$ cat src/rtl/hs32_decode.sv
// hs32_decode: decode stage between fetch and hs32_alu.
//   Latency: an accepted word appears on the out_* fields on the next cycle when
//   the output register is free. Backpressure: a 2-entry skid buffer means
//   in_ready depends only on registered state, never combinationally on out_ready.
// Optional feature macro: HS32_DEC_FAULT_EN (illegal majors raise fault instead
//   of decoding as NOP).
// Ports:
//   clk, reset (sync, active-high), flush (sync pipeline flush)
//   in_valid / in_ready / in_instr        : fetch-side handshake and word
//   out_valid / out_ready                 : execute-side handshake
//   aluop, rd, rm, rn, imm16, imm5        : decoded fields (raw slices)
//   use_imm, use_shamt, reg_we, fault     : decoded controls
module hs32_decode (
  input  logic        clk,
  input  logic        reset,
  input  logic        flush,
  input  logic        in_valid,
  output logic        in_ready,
  input  logic [31:0] in_instr,
  output logic        out_valid,
  input  logic        out_ready,
  output logic [2:0]  aluop,
  output logic [3:0]  rd,
  output logic [3:0]  rm,
  output logic [3:0]  rn,
  output logic [15:0] imm16,
  output logic [15:0] imm5,
  output logic        use_imm,
  output logic        use_shamt,
  output logic        reg_we,
  output logic        fault
);

  typedef struct packed {
    logic [2:0]  aluop;
    logic [3:0]  rd;
    logic [3:0]  rm;
    logic [3:0]  rn;
    logic [15:0] imm16;
    logic [15:0] imm5;
    logic        use_imm;
    logic        use_shamt;
    logic        reg_we;
    logic        fault;
  } bundle_t;

  typedef enum logic [1:0] {S_EMPTY, S_ONE, S_TWO} state_t;

  state_t  state_q, state_d;
  bundle_t or_q, or_d;   // output register, drives out_*
  bundle_t sr_q, sr_d;   // skid register, one extra bundle
  bundle_t dec;

  logic xfer_in, xfer_out;

  // Bit 24 is reserved and intentionally ignored.
  logic unused_rsvd;
  assign unused_rsvd = in_instr[24];

  // Combinational decode of the incoming word.
  always_comb begin
    dec           = '0;
    dec.aluop     = in_instr[27:25];
    dec.rd        = in_instr[23:20];
    dec.rm        = in_instr[19:16];
    dec.rn        = in_instr[15:12];
    dec.imm16     = in_instr[15:0];
    dec.imm5      = {11'b0, in_instr[11:7]};
    case (in_instr[31:28])
      4'h0: dec.aluop = 3'd0;
      4'h1: dec.reg_we = 1'b1;
      4'h2: begin
        dec.reg_we  = 1'b1;
        dec.use_imm = 1'b1;
      end
      4'h3: begin
        dec.reg_we    = 1'b1;
        dec.use_shamt = 1'b1;
      end
      default: begin
`ifdef HS32_DEC_FAULT_EN
        dec.fault = 1'b1;
`else
        dec.aluop = 3'd0;
`endif
      end
    endcase
  end

  // Both handshake flags come straight from the state register.
  assign in_ready  = (state_q != S_TWO);
  assign out_valid = (state_q != S_EMPTY);
  assign xfer_in   = in_valid & in_ready;
  assign xfer_out  = out_valid & out_ready;

  always_comb begin
    state_d = state_q;
    or_d    = or_q;
    sr_d    = sr_q;
    case (state_q)
      S_EMPTY: begin
        if (xfer_in) begin
          or_d    = dec;
          state_d = S_ONE;
        end
      end
      S_ONE: begin
        if (xfer_in && xfer_out) begin
          or_d = dec;
        end else if (xfer_in) begin
          sr_d    = dec;
          state_d = S_TWO;
        end else if (xfer_out) begin
          state_d = S_EMPTY;
        end
      end
      S_TWO: begin
        if (xfer_out) begin
          or_d    = sr_q;
          state_d = S_ONE;
        end
      end
      default: state_d = S_EMPTY;
    endcase
    // Flush discards everything, including any handshake in this cycle.
    if (flush) begin
      state_d = S_EMPTY;
    end
  end

  always_ff @(posedge clk) begin
    if (reset) begin
      state_q <= S_EMPTY;
      or_q    <= '0;
      sr_q    <= '0;
    end else begin
      state_q <= state_d;
      or_q    <= or_d;
      sr_q    <= sr_d;
    end
  end

  assign aluop     = or_q.aluop;
  assign rd        = or_q.rd;
  assign rm        = or_q.rm;
  assign rn        = or_q.rn;
  assign imm16     = or_q.imm16;
  assign imm5      = or_q.imm5;
  assign use_imm   = or_q.use_imm;
  assign use_shamt = or_q.use_shamt;
  assign reg_we    = or_q.reg_we;
  // Constant 0 unless HS32_DEC_FAULT_EN lets the decoder set it.
  assign fault     = or_q.fault;

endmodule

$ cat config.mk
export PLATFORM = sky130hd
export DESIGN_NAME = hs32_decode
export DESIGN_NICKNAME = d
export VERILOG_FILES = /design/src/rtl/hs32_decode.sv
export SDC_FILE = /design/constraint.sdc
export NUM_CORES = 1
export LEC_CHECK = 0
export ABC_AREA = 1
export CAP_MARGIN = 20
export CELL_PAD_IN_SITES_DETAIL_PLACEMENT = 0
export CELL_PAD_IN_SITES_GLOBAL_PLACEMENT = 1
export CORE_UTILIZATION = 32
export CTS_BUF_LIST = sky130_fd_sc_hd__clkbuf_16
export DETAILED_ROUTE_END_ITERATION = 10
export MAX_ROUTING_LAYER = met4
export PLACE_DENSITY = 0.75
export SKIP_CTS_REPAIR_TIMING = 1
export SYNTH_ARGS = -nofsm -noshare
export SYNTH_HDL_FRONTEND = slang
export SYNTH_SLANG_ARGS = --single-unit
$ cat constraint.sdc
create_clock -name clk -period 1.5 [get_ports clk]
set_input_delay 0.225 -clock clk [delete_from_list [all_inputs] [get_ports clk]]
set_output_delay 0.225 -clock clk [all_outputs]
set_load 0.01 [all_outputs]
==> impl_results.md <==
* Minimum hold slack at 466 ps
* Clock transition at the registers of the reported paths at 50 ps
* Pre-CTS setup slack at -133 ps
* CTS sink count at 62
* Placement Cell Area at 0.00397 mm^2
* Critical Path RT at 1270 ps
* Average cell area after synthesis at 6.48 um^2
* GRT Max-Usage Layer: met2
* TritonCTS clock tree: done
* Row count at 35
* Tot Pwr at 4.34 mW
* Sequential-to-total area share from yosys stat at 40.4%
* Vias at 2,917
* Port bufs at 76
* DR WL/cell at 11.1 um
* Cells on worst reg2reg path at 7
* CP Capture Type: primary output
* Final-stage net count at 588
* Setup-failing EPs final at 0
* Buf/Inv on CP at 1
* Final Hold Viols at 0
* Vias in the first global route at 2,631
* Fin area at 0.00424 mm^2
* Remaining antenna violation count at 0
* Unique masters post-synth at 22
* Startpoint Class: register
* Setup CP Type: register to primary output
* Vias per cell at 4.27
* CP delay by family, top: buffers and inverters
* PD cells at 1020 mW/mm^2
* P&R area growth vs syn at 38.0%
* Yosys reg bits at 62
* Worst Path Max Fanout at 3
* Largest net degree at the start of global routing at 37
* Max-Cap Viols at 0
* Hold Crit Class: register to register
* I/O pins at 90
* Post-Syn Instances at 474
* GRT met3 Usage at 3.06%
* Die area at 0.0100 mm^2
* Clock Skew at 4.32 ps
* Final Cycle Share at 95.5%
* Layout cell share with drive strength beyond 1 at 9.93%
* Fill cells at 998
* Arr. time, crit path at 1210 ps
* Pins Over Slew Limit at 0
* All-Layer GR Usage at 16.4%
* Footprint of the multi-input gates at 0.00141 mm^2
* CP max-delay cell: clkdlybuf4s50_1
* DP HPWL at 5.40 mm
* Fmax at 698 MHz
* Final min period at 1430 ps
* Die height at 100 um
* Global-route wire length before repair at 12.4 mm
* Worst path cell trace: clkdlybuf4s50_1
* Final GP Congestion at 0.801
* Die span in x at 100 um
* CP Depth at 1
* Clock Latency Late Sink at 320 ps
* Max VDD drop at 497 uV
* Clk root buf: clkbuf_16
* RSZ-0062 raised after global routing: no
* GR Overflow Total at 0
* Status: complete, no violations
* CTS Buffer Depth at 2
* Ys Warns at 0
* Core ar. at 0.00928 mm^2
* Synthesized area at 0.00307 mm^2
* DRT Pass-1 Iters at 4
* ANT cells at 0
* Worst hold stages at 2
* Met1 usage at 21.6%
* Synth Flop Type: dfxtp_1
* Post-synth EDFFs at 0
* Initial core utilization at 33.1%
* Final WL at 7.56 mm
* Fin worst setup slack at 67.3 ps
* Reg area at 0.00125 mm^2
* Antenna violations before repair at 0
* GRT met2 Usage at 23.9%
* Setup TNS at 0 ps
* DRC at 0
* Leak at 2.01 nW
* Htree depth at 3
* Ys async rst share at 0%
* Iteration-0 DRC Markers at 139
* Slowest stage delay, CP at 540 ps
* CTS Buf Count at 9
[cell families after synthesis]
| group | count (synthesis) | synth area share (%) |
|---|---|---|
| other | 1 | 0.122 |
| AND/OR/NAND/NOR | 286 | 38.4 |
| buffers and inverters | 91 | 15.2 |
| flip-flops | 62 | 40.4 |
| AO/OA/AOI/OAI | 34 | 5.91 |
[placed cells by master, fill, tap and decap left out, drive strengths merged]
cell type      count
clkinvlp           2
o21ai             29
clkbuf             9
a21oi              5
clkinv             3
nand2            106
clkdlybuf4s50     73
conb              12
and2               1
nand3             55
dlymetal6s2s       3
buf               27
nor2             118
nand4              4
dfxtp             62
inv               43
and3               1
or2                1
[worst paths after layout]
| kind | to | start | slack [ps] |
|---|---|---|---|
| max | imm5[1] | imm16[8]$_SDFFE_PP0P_ | 70 |
| min | sr_q[48]$_SDFFE_PP0P_ | sr_q[48]$_SDFFE_PP0P_ | 470 |
| max reg2reg | sr_q[20]$_SDFFE_PP0P_ | state_q[0]$_SDFFE_PP0P_ | 140 |
| min reg2reg | sr_q[48]$_SDFFE_PP0P_ | sr_q[48]$_SDFFE_PP0P_ | 470 |
[per-stage QoR]
step | instances | util [%]
6_report | 683 | 45.7
4_1_cts | 683 | 45.5
2_1_floorplan | 485 | -
3_3_place_gp | 669 | 42.8
3_5_place_dp | 669 | 42.8
5_1_grt | 683 | 45.7
[synthesized netlist by cell type, types with 2 or more instances]
cell type | count | area, um^2
nor2_1 | 117 | 439
nand2_1 | 103 | 387
dfxtp_1 | 62 | 1240
nand3_1 | 53 | 265
inv_1 | 39 | 146
o21ai_0 | 29 | 145
buf_4 | 23 | 173
buf_2 | 12 | 60.1
clkbuf_1 | 7 | 26.3
a21oi_1 | 4 | 20.0
inv_2 | 4 | 15.0
nand4_1 | 4 | 25.0
buf_1 | 3 | 11.3
buf_6 | 3 | 33.8
nand2_2 | 3 | 18.8
nand3_2 | 2 | 20.0
[worst reg2reg max path: cells and delay by family, from the launching register on]
family                 cells  cell delay (ps)
DFF                        1              350
buffers and inverters      3              440
AOI/OAI and AO/OA          1              180
and+or+nand+nor            3              290
[flip-flops by register name, summed over array words and instances, names as in the netlist]
name,flops
sr_q,30
imm16,13
rd,4
rm,4
aluop,3
rn,3
state_q,2
reg_we,1
use_imm,1
use_shamt,1
[per-layer routing]
| metal | routed length (um) | part of all wire, % |
|---|---|---|
| met5 | 0 | 0 |
| met4 | 159 | 2.1 |
| met3 | 360 | 4.8 |
| met2 | 3330 | 44 |
| met1 | 3710 | 49 |
[area by class of cell]
| type | instances | share of cell area [%] |
|---|---|---|
| timing repair buffer | 103 | 23.8 |
| clock inverter | 5 | 0.679 |
| sequential | 62 | 29.4 |
| inverter | 43 | 3.81 |
| multi-input combinational | 332 | 33.2 |
| clock buffer | 9 | 5.31 |
| tap | 129 | 3.81 |
[where the power goes]
group	total (mW)	switching [mW]	internal, mW
Sequential	1.79	0.0487	1.74
Combinational	0.765	0.370	0.395
Clock	1.78	0.696	1.08
Total	4.34	1.11	3.22
(Power assumes the default switching activity.)
